File: src/rtl/palette_layer_sequencer.sv
// palette_layer_sequencer
// Composites one pixel from NUM_LAYERS sprite layers through a single shared
// palette. One layer is examined per clock, and layer 0 has the highest priority.
// Optional build macro PALSEQ_COLLIDE_EN: every layer is always scanned, and
// out_collide reports a layer-0 hit that overlaps a hit on any other layer.
module palette_layer_sequencer #(
   parameter int unsigned NUM_LAYERS = 4,
   parameter logic [3:0]  TRANSP_IDX = 4'h0,
   parameter logic [11:0] BG_RGB     = 12'h36C
) (
   input  logic                    clk,
   input  logic                    reset_n,
   input  logic                    in_valid,
   output logic                    in_ready,
   input  logic [4*NUM_LAYERS-1:0] in_idx,
   input  logic [NUM_LAYERS-1:0]   in_mask,
   output logic [3:0]              pal_index,
   input  logic [3:0]              pal_red,
   input  logic [3:0]              pal_green,
   input  logic [3:0]              pal_blue,
   output logic                    out_valid,
   input  logic                    out_ready,
   output logic [3:0]              out_red,
   output logic [3:0]              out_green,
   output logic [3:0]              out_blue,
   output logic                    out_collide,
   output logic                    busy
);

   localparam int unsigned PW = (NUM_LAYERS > 1) ? $clog2(NUM_LAYERS) : 1;

   localparam logic [1:0] S_IDLE = 2'd0;
   localparam logic [1:0] S_SCAN = 2'd1;
   localparam logic [1:0] S_OUT  = 2'd2;

   logic [1:0]              r_state;
   logic [PW-1:0]           r_ptr;
   logic [4*NUM_LAYERS-1:0] r_idx;
   logic [NUM_LAYERS-1:0]   r_mask;
   logic [11:0]             r_rgb;
   logic [3:0]              w_cur_idx;
   logic                    w_hit;
   logic                    w_last;
`ifdef PALSEQ_COLLIDE_EN
   logic                    r_got;
   logic                    r_hit0;
   logic                    r_hitn;
   logic                    r_collide;
`endif

   // Current layer's index, its hit qualification, and the last-layer flag
   always_comb begin
      w_cur_idx = r_idx[{r_ptr, 2'b00} +: 4];
      w_hit     = r_mask[r_ptr] && (w_cur_idx != TRANSP_IDX);
      w_last    = (r_ptr == PW'(NUM_LAYERS - 1));
   end

   // Handshake, palette address and output decode
   always_comb begin
      in_ready  = (r_state == S_IDLE);
      busy      = (r_state != S_IDLE);
      out_valid = (r_state == S_OUT);
      pal_index = (r_state == S_SCAN) ? w_cur_idx : 4'h0;
      out_red   = r_rgb[11:8];
      out_green = r_rgb[7:4];
      out_blue  = r_rgb[3:0];
`ifdef PALSEQ_COLLIDE_EN
      out_collide = r_collide;
`else
      out_collide = 1'b0;
`endif
   end

   // Sequencer: latch the request, scan the layers, then hold the result until it is taken
   always_ff @(posedge clk or negedge reset_n) begin
      if (!reset_n) begin
         r_state   <= S_IDLE;
         r_ptr     <= '0;
         r_idx     <= '0;
         r_mask    <= '0;
         r_rgb     <= '0;
`ifdef PALSEQ_COLLIDE_EN
         r_got     <= 1'b0;
         r_hit0    <= 1'b0;
         r_hitn    <= 1'b0;
         r_collide <= 1'b0;
`endif
      end else begin
         case (r_state)
            S_IDLE: begin
               if (in_valid) begin
                  r_idx     <= in_idx;
                  r_mask    <= in_mask;
                  r_ptr     <= '0;
                  r_state   <= S_SCAN;
`ifdef PALSEQ_COLLIDE_EN
                  r_got     <= 1'b0;
                  r_hit0    <= 1'b0;
                  r_hitn    <= 1'b0;
                  r_collide <= 1'b0;
`endif
               end
            end
            S_SCAN: begin
`ifdef PALSEQ_COLLIDE_EN
               // The first hit supplies the colour; later hits only feed collision detection
               if (w_hit && !r_got) begin
                  r_rgb <= {pal_red, pal_green, pal_blue};
                  r_got <= 1'b1;
               end
               if (w_hit && (r_ptr == '0)) r_hit0 <= 1'b1;
               if (w_hit && (r_ptr != '0)) r_hitn <= 1'b1;
               if (w_last) begin
                  if (!r_got && !w_hit) r_rgb <= BG_RGB;
                  // The last layer is never layer 0, so a hit here can only count as an "other" hit
                  r_collide <= r_hit0 && (r_hitn || w_hit);
                  r_state   <= S_OUT;
               end else begin
                  r_ptr <= r_ptr + PW'(1);
               end
`else
               if (w_hit) begin
                  r_rgb   <= {pal_red, pal_green, pal_blue};
                  r_state <= S_OUT;
               end else if (w_last) begin
                  r_rgb   <= BG_RGB;
                  r_state <= S_OUT;
               end else begin
                  r_ptr <= r_ptr + PW'(1);
               end
`endif
            end
            S_OUT: begin
               if (out_ready) r_state <= S_IDLE;
            end
            default: r_state <= S_IDLE;
         endcase
      end
   end

endmodule

File: config.mk
export PLATFORM = sky130hd
export DESIGN_NAME = palette_layer_sequencer
export DESIGN_NICKNAME = d
export VERILOG_FILES = /design/src/rtl/palette_layer_sequencer.sv
export SDC_FILE = /design/constraint.sdc
export NUM_CORES = 1
export LEC_CHECK = 0
export CAP_MARGIN = 10
export CORE_MARGIN = 2
export CORE_UTILIZATION = 41
export CTS_CLUSTER_DIAMETER = 150
export CTS_CLUSTER_SIZE = 30
export DETAILED_ROUTE_END_ITERATION = 12
export GPL_TIMING_DRIVEN = 0
export HOLD_SLACK_MARGIN = 0.12
export PLACE_DENSITY = 0.76
export SETUP_SLACK_MARGIN = 0.02
export SKIP_CTS_REPAIR_TIMING = 1
export SLEW_MARGIN = 40
export SYNTH_ARGS = -nofsm -noshare
export SYNTH_HDL_FRONTEND = slang
export SYNTH_SLANG_ARGS = --single-unit
export TNS_END_PERCENT = 1
File: constraint.sdc
create_clock -name clk -period 2.5 [get_ports clk]
set_clock_uncertainty 0.05 [all_clocks]
set_input_delay 0.25 -clock clk [delete_from_list [all_inputs] [get_ports clk]]
set_output_delay 0.25 -clock clk [all_outputs]
set_load 0.01 [all_outputs]
==> summary.txt <==
CP max stage cell -> or4_4
CTS tree -> yes
P&R area growth vs syn -> 49.48%
Cells after synthesis -> 123
Design area -> 2499 sq um
Root Driver -> clkbuf_8
R2R cell count -> 6
Net Switching -> 884.6 uW
Gr usage total -> 17.09%
Syn_nets -> 160
Clock transition at the registers of the reported paths -> 70 ps
Endpoints failing setup -> 0
CP required -> 2620 ps
Post-synth ARST share -> 100.0%
Port Buffers -> 54
Comb power frac -> 48.5%
Number of antenna diodes -> 0
Post-synth top cells -> dfrtp_1, mux2_2, nand2_1, inv_1, mux2i_1
Status -> finished, final reports clean
Largest net degree at the start of global routing -> 26
Post-DP Area -> 2297 sq um
CTS Sinks -> 36
Vias in the first global route -> 1212
Die ar. -> 4604 sq um
Setup total negative slack -> 0 ps
Tot Pwr -> 3.057 mW
R2r setup slk -> 100 ps
DR iter-0 viols -> 12
Clock power share -> 17.8%
Final WL -> 3517 um
Seq/Total Area, Yosys -> 53.89%
#FFs+latches synth -> 36
Peak supply drop -> 0.0006038 V
Arrival @ worst endpoint -> 2510 ps
Final Util -> 62.92%
Post-synth EDFFs -> 0
Leakage -> 1.100 nW
Fin worst setup slack -> 102.9 ps
# nets final -> 228
Vias post-DR -> 1149
RSZ-0062 raised after global routing -> false
# rows -> 23
Int Pwr -> 2.172 mW
Measured slew at the worst slew-check pin -> 585.0 ps
Total grt overflow -> 0
Seq pwr share -> 33.8%
Post-DP HPWL -> 2664 um
PD cells -> 1223 nW/um^2
Crit-path max FO -> 5
Layout cells sized above 1 -> 25.00%
DRC viols -> 0
Max clock buf depth -> 2
Setup crit end kind -> flop
Top Ports -> 56
CP Cell Sequence -> buf_6 > mux4_2 > or4_4 > and3_4 > buf_12 > mux2_4
Detail Route Antenna Nets -> 0
Synth unique cells -> 23
Chip width -> 67.85 um
Pre-CTS setup slack -> -41.67 ps
Kind of critical path -> flop to flop
Layout Cells excl Fill -> 242
Sw frac -> 28.94%
Largest area contributor in the netlist -> dfrtp_1
Startpoint Class -> flop
Largest cells by area after synthesis -> dfrtp_1, mux2_2, mux4_2, mux2i_1, mux2_4
Slew headroom -> 61.00%
Crit path time final -> 2397 ps
Top FF cell, synth -> dfrtp_1
Synth Area per Inst -> 13.59 sq um
Most used standard cell by instance count after synthesis -> dfrtp_1
Reg2Reg Launch Point -> r_ptr[0]
Initial antenna violation count -> 0
Worst Hold Margin -> 360.0 ps
Synthesis Warnings -> 0
Clock latency on the worst-skew pair -> 280 ps
Initial core utilization -> 42.09%
Cells after DPL -> 228
Count of pins over their slew limit -> 0
Final GP Congestion -> 0.7143
Mean routed wirelength per cell -> 14.53 um
Core Box Area -> 3971 sq um
Max stage delay on crit path -> 550 ps
First drt pass iteration count -> 4
R2R Path End -> r_rgb[8]
HP Class -> input port to async pin
H-tree depth -> 2
F_max -> 417.2 MHz
Num CTS Buffers -> 5
Synth top area share -> 53.89%
Final Hold Fails -> 0
First-pass GRT wire length -> 5533 um
Mapped Area -> 1672 sq um
Period utilization -> 95.88%
Maxcap violations -> 0
Via/cell ratio -> 4.748
Chip height -> 67.85 um
## power by group through the flow
stage / clock network (mW) / registers, mW / logic, mW
global placement: 0 / 1.02 / 1.33
finish: 0.543 / 1.03 / 1.48
CTS: 0.559 / 1.03 / 1.39
floorplan: 0 / 1.05 / 0.818
global route: 0.589 / 1.07 / 1.61
detailed placement: 0 / 1.04 / 1.38
## per-layer routing
layer	track usage, %	wire length (um)
met1	19.74	1431
met3	5.757	265
met4	6.000	52
met2	29.66	1768
met5	0	0
## sequential cells by signal, indices dropped and copies added, names as in the netlist
signal and flops:
r_idx 16, r_rgb 12, r_mask 4, r_ptr 2, r_state 2
## cells in the final DEF (no fill, tap or decap), drive strengths merged
| cell type | n |
|---|---|
| inv | 9 |
| nor2 | 1 |
| mux4 | 5 |
| clkbuf | 11 |
| and3 | 1 |
| buf | 10 |
| and2 | 5 |
| clkdlybuf4s50 | 53 |
| nand2 | 11 |
| conb | 1 |
| a221o | 1 |
| dlygate4sd3 | 1 |
| nor2b | 2 |
| mux2i | 8 |
| a21o | 1 |
| dfrtp | 36 |
| bufinv | 1 |
| ha | 1 |
| nand2b | 7 |
| mux2 | 26 |
| or4 | 1 |
## critical path: cells and delay by family, from the launching register on
family        cells  cell delay [ps]
flops             1              370
mux               2              790
buf+inv           2              290
simple gates      2              780
## cell type report
cell class,count,area [sq um]
multi-input combinational,71,689.4
timing repair buffer,62,635.6
clock inverter,1,30.03
fill,306,1473
clock buffer,7,96.34
buffer,6,50.05
tap,50,62.56
inverter,9,33.78
sequential,36,900.9
## cells by family (layout without fill, tap and decap cells)
logic type	count (synthesis)	count (layout)	share of synthesized area (%)
muxes	39	39	29.94
DFF	36	36	53.89
and+or+nand+nor	28	28	8.757
buffers and inverters	16	85	5.389
AOI/OAI and AO/OA	2	2	1.048
adders and majority gates	1	1	0.7484
other	1	1	0.2243
## how the worst max path moves through the flow
| stage | start | endpoint | slack (ps) | cells past startpoint |
|---|---|---|---|---|
| 2_1_floorplan | r_ptr[0] | r_rgb[6] | 90 | 7 |
| 3_3_place_gp | r_ptr[0] | r_rgb[6] | -20 | 7 |
| 3_5_place_dp | r_ptr[0] | r_rgb[8] | -40 | 7 |
| 4_1_cts | r_ptr[0] | r_rgb[8] | -60 | 7 |
| 5_1_grt | r_ptr[0] | r_rgb[8] | 50 | 6 |
| 6_report | r_ptr[0] | r_rgb[8] | 100 | 6 |
No activity file was read; power rests on OpenSTA's default activity.
